### src/rtl/pipeline_hazard_ctrl.sv
// Hazard/sequencing controller for the 5-stage RV32I pipeline: load-use stalls, branch flushes,
// dmem-wait freeze and a wait watchdog. Optional perf counters behind HAZARD_PERF_CNT_EN.
module pipeline_hazard_ctrl #(
    parameter int unsigned FLUSH_CYCLES = 1,
    parameter int unsigned WAIT_TIMEOUT = 255,
    parameter int unsigned REG_ADDR_W   = 5
) (
    input  logic                  clk_i,
    input  logic                  rst_ni,
    input  logic [REG_ADDR_W-1:0] ID_rs1_i,
    input  logic [REG_ADDR_W-1:0] ID_rs2_i,
    input  logic                  ID_rs1_used_i,
    input  logic                  ID_rs2_used_i,
    input  logic                  ID_branch_en_i,
    input  logic [REG_ADDR_W-1:0] EX_rd_i,
    input  logic                  EX_memread_i,
    input  logic                  MEM_req_i,
    input  logic                  dmem_ready_i,
    output logic                  IF_stall_o,
    output logic                  IF_branch_en_o,
    output logic                  IF_ID_flush_o,
    output logic                  ID_EX_bubble_o,
    output logic                  pipe_freeze_o,
    output logic                  timeout_o,
    output logic [1:0]            state_o
`ifdef HAZARD_PERF_CNT_EN
    ,
    output logic [31:0]           stall_cnt_o,
    output logic [31:0]           flush_cnt_o
`endif
);

    typedef enum logic [1:0] {
        ST_RUN      = 2'd0,
        ST_FLUSH    = 2'd1,
        ST_MEM_WAIT = 2'd2,
        ST_FAULT    = 2'd3
    } state_e;

    localparam logic [3:0]  FLUSH_INIT = 4'(FLUSH_CYCLES - 1);
    localparam logic [15:0] WAIT_LIMIT = 16'(WAIT_TIMEOUT);

    state_e      state_q, state_d;
    logic [3:0]  flush_cnt_q, flush_cnt_d;
    logic [15:0] wait_cnt_q, wait_cnt_d;
    logic [15:0] wait_inc;
    logic        lu, mw;

    // dmem handshake: an access completes in a cycle with MEM_req_i & dmem_ready_i;
    // MEM_req_i & ~dmem_ready_i means the access is still waiting and the pipe must hold.
    assign mw = MEM_req_i & ~dmem_ready_i;
    assign lu = EX_memread_i & (EX_rd_i != '0) &
                ((ID_rs1_used_i & (ID_rs1_i == EX_rd_i)) |
                 (ID_rs2_used_i & (ID_rs2_i == EX_rd_i)));

    assign wait_inc = (wait_cnt_q == 16'hFFFF) ? wait_cnt_q : wait_cnt_q + 16'd1;

    always_ff @(posedge clk_i or negedge rst_ni) begin
        if (!rst_ni) begin
            state_q     <= ST_RUN;
            flush_cnt_q <= '0;
            wait_cnt_q  <= '0;
        end else begin
            state_q     <= state_d;
            flush_cnt_q <= flush_cnt_d;
            wait_cnt_q  <= wait_cnt_d;
        end
    end

    always_comb begin
        state_d        = state_q;
        flush_cnt_d    = flush_cnt_q;
        wait_cnt_d     = wait_cnt_q;
        IF_stall_o     = 1'b0;
        IF_branch_en_o = 1'b0;
        IF_ID_flush_o  = 1'b0;
        ID_EX_bubble_o = 1'b0;
        pipe_freeze_o  = 1'b0;
        timeout_o      = 1'b0;
        unique case (state_q)
            ST_RUN: begin
                if (mw) begin
                    pipe_freeze_o = 1'b1;
                    IF_stall_o    = 1'b1;
                    state_d       = ST_MEM_WAIT;
                    wait_cnt_d    = 16'd1;
                end else if (lu) begin
                    // a branch seen alongside the stall is re-presented by the held ID stage
                    IF_stall_o     = 1'b1;
                    ID_EX_bubble_o = 1'b1;
                end else if (ID_branch_en_i) begin
                    IF_branch_en_o = 1'b1;
                    IF_ID_flush_o  = 1'b1;
                    if (FLUSH_CYCLES > 1) begin
                        state_d     = ST_FLUSH;
                        flush_cnt_d = FLUSH_INIT;
                    end
                end
            end
            ST_FLUSH: begin
                if (mw) begin
                    pipe_freeze_o = 1'b1;
                    IF_stall_o    = 1'b1;
                end else begin
                    IF_ID_flush_o = 1'b1;
                    flush_cnt_d   = flush_cnt_q - 4'd1;
                    if (flush_cnt_q <= 4'd1) begin
                        state_d     = ST_RUN;
                        flush_cnt_d = '0;
                    end
                end
            end
            ST_MEM_WAIT: begin
                pipe_freeze_o = ~dmem_ready_i;
                IF_stall_o    = ~dmem_ready_i;
                if (dmem_ready_i) begin
                    state_d    = ST_RUN;
                    wait_cnt_d = '0;
                end else begin
                    wait_cnt_d = wait_inc;
                    if (wait_inc >= WAIT_LIMIT) state_d = ST_FAULT;
                end
            end
            ST_FAULT: begin
                pipe_freeze_o = 1'b1;
                IF_stall_o    = 1'b1;
                timeout_o     = 1'b1;
            end
            default: state_d = ST_RUN;
        endcase
        // while in reset, fetch is held and IF/ID squashed regardless of state
        if (!rst_ni) begin
            IF_stall_o     = 1'b1;
            IF_ID_flush_o  = 1'b1;
            IF_branch_en_o = 1'b0;
            ID_EX_bubble_o = 1'b0;
            pipe_freeze_o  = 1'b0;
            timeout_o      = 1'b0;
        end
    end

    assign state_o = state_q;

`ifdef HAZARD_PERF_CNT_EN
    always_ff @(posedge clk_i or negedge rst_ni) begin
        if (!rst_ni) begin
            stall_cnt_o <= '0;
            flush_cnt_o <= '0;
        end else begin
            if (IF_stall_o)    stall_cnt_o <= stall_cnt_o + 32'd1;
            if (IF_ID_flush_o) flush_cnt_o <= flush_cnt_o + 32'd1;
        end
    end
`endif

endmodule
### config.mk
export PLATFORM = sky130hd
export DESIGN_NAME = pipeline_hazard_ctrl
export DESIGN_NICKNAME = d
export VERILOG_FILES = /design/src/rtl/pipeline_hazard_ctrl.sv
export SDC_FILE = /design/constraint.sdc
export NUM_CORES = 1
export LEC_CHECK = 0
export ABC_AREA = 1
export BUFFER_PORTS_ARGS = -buffer_cell sky130_fd_sc_hd__buf_2
export CAP_MARGIN = 20
export CORE_UTILIZATION = 40
export CTS_CLUSTER_SIZE = 16
export DETAILED_ROUTE_END_ITERATION = 12
export GPL_ROUTABILITY_DRIVEN = 0
export PLACE_DENSITY_LB_ADDON = 0.3
export SETUP_SLACK_MARGIN = 0.15
export SYNTH_ARGS = -nofsm -noshare
export SYNTH_HDL_FRONTEND = slang
export SYNTH_SLANG_ARGS = --single-unit
### constraint.sdc
create_clock -name clk_i -period 3.2 [get_ports clk_i]
set_input_delay 0.96 -clock clk_i [delete_from_list [all_inputs] [get_ports clk_i]]
set_output_delay 0.96 -clock clk_i [all_outputs]
set_load 0.01 [all_outputs]
==> results of run 1 <==
-- flip-flops by register name, summed over array words and instances (netlist names) --
signal       cells
flush_cnt_q      4
wait_cnt_q      16
state_o          2
-- area by class of cell --
cell class / instances / share of cell area
clock buffers: 3 / 0.0201
clock inverters: 1 / 0.0146
inverters: 45 / 0.0823
multi-input cells: 205 / 0.500
flip-flops and latches: 22 / 0.268
well taps: 50 / 0.0305
repair buffers: 33 / 0.0841
-- Yosys cell counts (2+ instances only) --
library cell,count
a21oi_1,7
o22ai_1,10
ha_1,3
nand3_1,20
nor2_1,38
o21ai_0,15
nand2_1,72
inv_2,5
clkbuf_1,2
a221oi_1,2
xnor2_1,4
nand2_2,2
nor3_1,3
nor2_2,3
nor2_4,3
inv_1,40
xor2_1,3
nand4_1,9
dfrtp_1,22
-- layer usage --
metal / routed length [um] / GRT usage
met2: 1880 / 0.343
met3: 131 / 0.0383
met1: 1980 / 0.256
met5: 0 / 0
met4: 44 / 0.0443
-- worst reg2reg max path: stages, from the launching register on --
cell and delay, ns:
dfrtp_1 0.46, nor2_1 0.12, nor2_1 0.77, inv_1 0.22, o21ai_1 0.20, nand2_1 0.08, nand2_1 0.06, nand2_1 0.05
-- timing repair --
action / in CTS / in global routing
hold endpoints to repair: 0 / 0
setup endpoints to repair: 0 / 2
gates resized for setup: 0 / 2
buffers inserted: 0 / 0
-- power groups by stage --
stage,logic [mW],registers [mW],clock network (mW)
after floorplan,0.318,0.391,0
after global routing,0.519,0.403,0.281
after global placement,0.446,0.397,0
final,0.449,0.392,0.264
after detailed placement,0.451,0.396,0
after CTS,0.454,0.392,0.270
-- kinds of logic after synthesis --
family          Yosys count  share of synthesized area
simple gates            154                      0.388
buf+inv                  48                      0.106
compound gates           41                      0.137
flops                    22                      0.312
xor+xnor                  7                     0.0347
fa+ha+maj                 3                     0.0213
-- metrics by stage --
step           utilization  total power [mW]  cells
2_1_floorplan            -             0.709    275
3_3_place_gp         0.482             0.843    355
3_5_place_dp         0.482             0.847    355
4_1_cts              0.499              1.12    359
5_1_grt              0.499              1.20    359
6_report             0.499              1.10    359
-- how the worst max path moves through the flow --
| stage | from | to | slack (ns) | cells after the start |
|---|---|---|---|---|
| finish | EX_rd_i[1] | IF_ID_flush_o | 0.27 | 10 |
| global route | EX_rd_i[2] | IF_ID_flush_o | 0.15 | 10 |
| CTS | EX_rd_i[1] | IF_ID_flush_o | 0.21 | 10 |
| detailed placement | EX_rd_i[1] | IF_ID_flush_o | 0.22 | 10 |
| global placement | EX_rd_i[1] | IF_ID_flush_o | 0.23 | 10 |
| floorplan | dmem_ready_i | IF_ID_flush_o | 0.50 | 8 |
==> impl_metrics.tcl, run 1 <==
set metrics [dict create \
    share_comb_of_total_power 0.407 \
    period_needed_ns 2.93 \
    powerDensity_nw_per_um2 538 \
    fillers 436 \
    start_kind "input port" \
    crit_chain "buf_2 -> inv_2 -> nor2_1 -> a211oi_1 -> nand4_1 -> nand2_1 -> nand2_1 -> nand3b_1 -> nand3_1 -> buf_2" \
    synthesis.area_um2 1770 \
    synth_cells 275 \
    endpoint_kind "output pin" \
    worstMarginPinSlew_ns 1.00 \
    synth_edf_count 0 \
    worstReg2RegStart "state_o[1]" \
    cts_sinks 22 \
    antenna_cells 0 \
    cp_max_fo 5 \
    crit_type "input port to output pin" \
    coreArea_um2 4120 \
    numCtsBuffers 3 \
    drc 0 \
    multi_input_area_um2 1030 \
    htree_levels 1 \
    dpl.hpwl_um 3130 \
    yosys.area.top_type "dfrtp_1" \
    drt_iter0_markers 144 \
    fmax_mhz 342 \
    design_area_um2 2050 \
    setup_slack_ns 0.273 \
    insertion_delay_ns 0.27 \
    fin_tns_setup_ns 0 \
    synth_cell_types 31 \
    ys_seq_elements 22 \
    finalHoldViolations 0 \
    drive_gt1_frac 0.175 \
    rows 23 \
    min_path_type "input port to async pin" \
    placed_area_um2 1980 \
    synth.avg_cell_area_um2 6.42 \
    ff_latch_area_um2 551 \
    wirelength_um 4040 \
    final-max-slew-violation-count 0 \
    r2r_end "state_o[1]" \
    yosysWarningCount 0 \
    netlist.area_leader.share 0.312 \
    r2r_cells 7 \
    relSlewSlack 0.329 \
    grt.total_usage 0.200 \
    hold_ws_ns 0.518 \
    maxCapViolations 0 \
    worstPathArrival_ns 1.97 \
    cts-root-buf "clkbuf_8" \
    grt_pass1_vias 1676 \
    crit_buf_inv 3 \
    wl_per_cell_um 11.2 \
    pin_count 31 \
    initial_core_util 0.429 \
    path_clk_slew_ns 0.08 \
    swShare 0.402 \
    dp_slack_ns 0.219 \
    critPathSlowestCell "a211oi_1" \
    power_frac_clock 0.239 \
    internal-power_mw 0.661 \
    tritoncts "done" \
    die_y_um 68.4 \
    grt_max_degree 20 \
    mostFrequentLayoutCells "72 x nand2_1, 38 x inv_1, 38 x nor2_1" \
    fin_crit_sh 0.915 \
    cts_max_path_buffers 2 \
    layout_commonest_cell "nand2_1" \
    antenna_found_initial 0 \
    setup_violations 0 \
    p_switching_mw 0.444 \
    cp.required_ns 2.24 \
    via_count 1819 \
    synth_ff_type "dfrtp_1" \
    yosysSeqAreaShare 0.312 \
    ant_nets 0 \
    area_growth_pct 16.3 \
    io_buffers 30 \
    seqPwrFrac 0.355 \
    max-vdd-ir-drop_uv 472 \
    syn_nets 301 \
    grt_pass1_wl_um 7110 \
    p_leak_nw 1.05 \
    synthArstFlopShare 1.00 \
    die_area_um2 4680 \
    regToRegSetupSlack_ns 1.15 \
    vias_per_cell 5.07 \
    grt_overflow_total 0 \
    rsz0062_at_grt "false" \
    dr.pass1.iters 4 \
    synth_area_leaders "dfrtp_1 31%, nand2_1 15%, inv_1 8.5%" \
    path_delay_family "simple AND/OR/NAND/NOR gates" \
    die_x_um 68.4 \
    fin_nets 336 \
    clock_skew_ns 0.00162 \
    status "completed" \
    critPathMaxStageDelay_ns 0.20 \
    cts_hold_buffers 0 \
]
No activity file was read; power rests on OpenSTA's default activity.
==> run 2, diff against run 1 <==
--- a/config.mk
+++ b/config.mk
@@ -5,7 +5,6 @@
 export SDC_FILE = /design/constraint.sdc
 export NUM_CORES = 1
 export LEC_CHECK = 0
-export ABC_AREA = 1
 export BUFFER_PORTS_ARGS = -buffer_cell sky130_fd_sc_hd__buf_2
 export CAP_MARGIN = 20
 export CORE_UTILIZATION = 40
==> impl_metrics.tcl, run 2 <==
set metrics [dict create \
    status "finished with violations" \
    failed_checks "setup timing" \
    largest_register_ffs 16 \
    tritoncts "done" \
    min_path_type "input port to async pin" \
    die_y_um 66.4 \
    insertion_delay_ns 0.26 \
    worstMarginPinSlew_ns 0.581 \
    internal-power_mw 0.613 \
    synth.most_common_cell "dfrtp_1" \
    wl_per_cell_um 14.6 \
    antenna_found_initial 0 \
    layout_commonest_cell "buf_2" \
    yosysSeqAreaShare 0.332 \
    dr.pass1.iters 4 \
    crit_type "input port to output pin" \
    design_area_um2 2030 \
    htree_levels 1 \
    wirelength_um 4180 \
    setup_violations 1 \
    die_x_um 66.4 \
    antenna_cells 0 \
    synth_edf_count 0 \
    fin_nets 263 \
    synthTopCellsByCount "22 x dfrtp_1, 19 x nand2_1, 15 x a21oi_1" \
    endpoint_kind "output pin" \
    rsz0062_at_grt "true" \
    power.total_mw 0.973 \
    power_frac_clock 0.268 \
    drive_gt1_frac 0.220 \
    grt_pass1_vias 1463 \
    cts_setup_buffers 0 \
    fin_crit_sh 1.02 \
    area_growth_pct 22.5 \
    via_count 1674 \
    p_switching_mw 0.361 \
    rows 23 \
    maxCapViolations 0 \
    seqPwrFrac 0.383 \
    io_buffers 30 \
    synthArstFlopShare 1.00 \
    synth_area_leaders "dfrtp_1 33%, xor2_1 4.8%, a21oi_1 4.5%" \
    drt_iter0_markers 86 \
    synth.avg_cell_area_um2 7.98 \
    synthesis.area_um2 1660 \
    fin_tns_setup_ns -0.0761 \
    yosysWarningCount 0 \
    cts_max_path_buffers 2 \
    cp_max_fo 4 \
    worstPathArrival_ns 2.32 \
    path_clk_slew_ns 0.08 \
    finalHoldViolations 0 \
    grt_overflow_total 0 \
    cts_sinks 22 \
    cp.required_ns 2.24 \
    final-max-slew-violation-count 0 \
    ys_seq_elements 22 \
    relSlewSlack 0.612 \
    netlist.area_leader.share 0.332 \
    powerDensity_nw_per_um2 479 \
    drc 0 \
    grt.total_usage 0.192 \
    share_comb_of_total_power 0.348 \
    cts-root-buf "clkbuf_8" \
    ant_nets 0 \
    initial_core_util 0.415 \
    fmax_mhz 305 \
    synth_cells 208 \
    period_needed_ns 3.28 \
    regMostFlops "wait_cnt_q" \
    synth_ff_type "dfrtp_1" \
    swShare 0.371 \
    mostFrequentLayoutCells "24 x buf_2, 22 x dfrtp_1, 19 x nand2_1" \
    syn_nets 234 \
    grt_pass1_wl_um 6510 \
    clock_skew_ns 0.00198 \
    start_kind "input port" \
    cts_hold_buffers 0 \
    vias_per_cell 5.85 \
    placed_area_um2 1870 \
    synth_cell_types 41 \
    die_area_um2 4410 \
    regToRegSetupSlack_ns 0.68 \
    max-vdd-ir-drop_uv 165 \
    pin_count 31 \
    coreArea_um2 4000 \
    yosys.area.top_type "dfrtp_1" \
    hold_ws_ns 0.497 \
    p_leak_nw 0.875 \
    numCtsBuffers 3 \
    setup_slack_ns -0.0761 \
    grt_max_degree 22 \
    dpl.hpwl_um 2990 \
]
[run 2: cell types whose count changed after synthesis, sizes merged, moves of 6 or more]
| cell | change |
|---|---|
| o22ai | -9 |
| nor3 | +8 |
| a31oi | +8 |
| a21oi | +8 |
| inv | -39 |
| nand3 | -11 |
| nor2 | -30 |
| buf | +6 |
| nand2 | -56 |
| xor2 | +6 |
[run 2: per-stage QoR]
step	util	cells	setup WS [ns]
global placement	0.467	282	-0.0815
floorplan	-	208	0.175
CTS	0.496	286	-0.0142
finish	0.508	286	-0.0761
global route	0.508	286	-0.161
detailed placement	0.467	282	-0.107
[run 2: logic make-up (layout without fill, tap and decap cells)]
kind of cell,after synthesis,after routing,synth area share
fa+ha+maj,3,3,0.0226
flops,22,22,0.332
buf+inv,20,48,0.0528
mux,2,2,0.0136
simple gates,80,80,0.251
compound gates,66,66,0.249
xor+xnor,15,15,0.0792
[run 2: metal layers]
metal | GRT usage | vias up | wire length, um
met5 | 0 | - | 0
met4 | 0.0479 | 0 | 44
met3 | 0.0276 | 5 | 221
met2 | 0.334 | 51 | 2010
met1 | 0.248 | 782 | 1900
li1 | - | 836 | -
[run 2: worst max-delay path, stage by stage]
cell and delay [ns]:
buf_6 0.09, xor2_1 0.15, nor4_1 0.28, and3_1 0.26
o221ai_4 0.14, o311ai_2 0.26, buf_2 0.17
[run 2: layout make-up]
class                           instances  area [um2]
Inverter                                6        22.5
Multi-Input combinational cell        166        1070
Timing Repair Buffer                   38         255
Clock buffer                            3        41.3
Fill cell                             387        1970
Sequential cell                        22         551
Clock inverter                          1        30.0
Tap cell                               50        62.6
[run 2: repair_timing]
item / in CTS / in global routing
cloned: 0 / 0
pin swaps: 7 / 9
endpoints found under the setup margin: 4 / 4
resized for setup: 10 / 8
[run 2: power groups by stage]
| stage | registers, mW | clock network [mW] | logic, mW |
|---|---|---|---|
| 3_3_place_gp | 0.374 | 0 | 0.326 |
| 3_5_place_dp | 0.377 | 0 | 0.329 |
| 4_1_cts | 0.371 | 0.265 | 0.336 |
| 2_1_floorplan | 0.331 | 0 | 0.254 |
| 6_report | 0.373 | 0.261 | 0.339 |
| 5_1_grt | 0.381 | 0.275 | 0.384 |
[run 2: final timing paths]
check | startpoint | to | cells past startpoint
setup / recovery | ID_rs1_i[1] | IF_stall_o | 7
hold / removal | rst_ni | flush_cnt_q[2] | 1
setup reg to reg | wait_cnt_q[0] | state_o[0] | 7
hold reg to reg | flush_cnt_q[1] | flush_cnt_q[1] | 2
max in group asynchronous | rst_ni | flush_cnt_q[3] | 2
min in group clk_i | flush_cnt_q[1] | flush_cnt_q[1] | 2
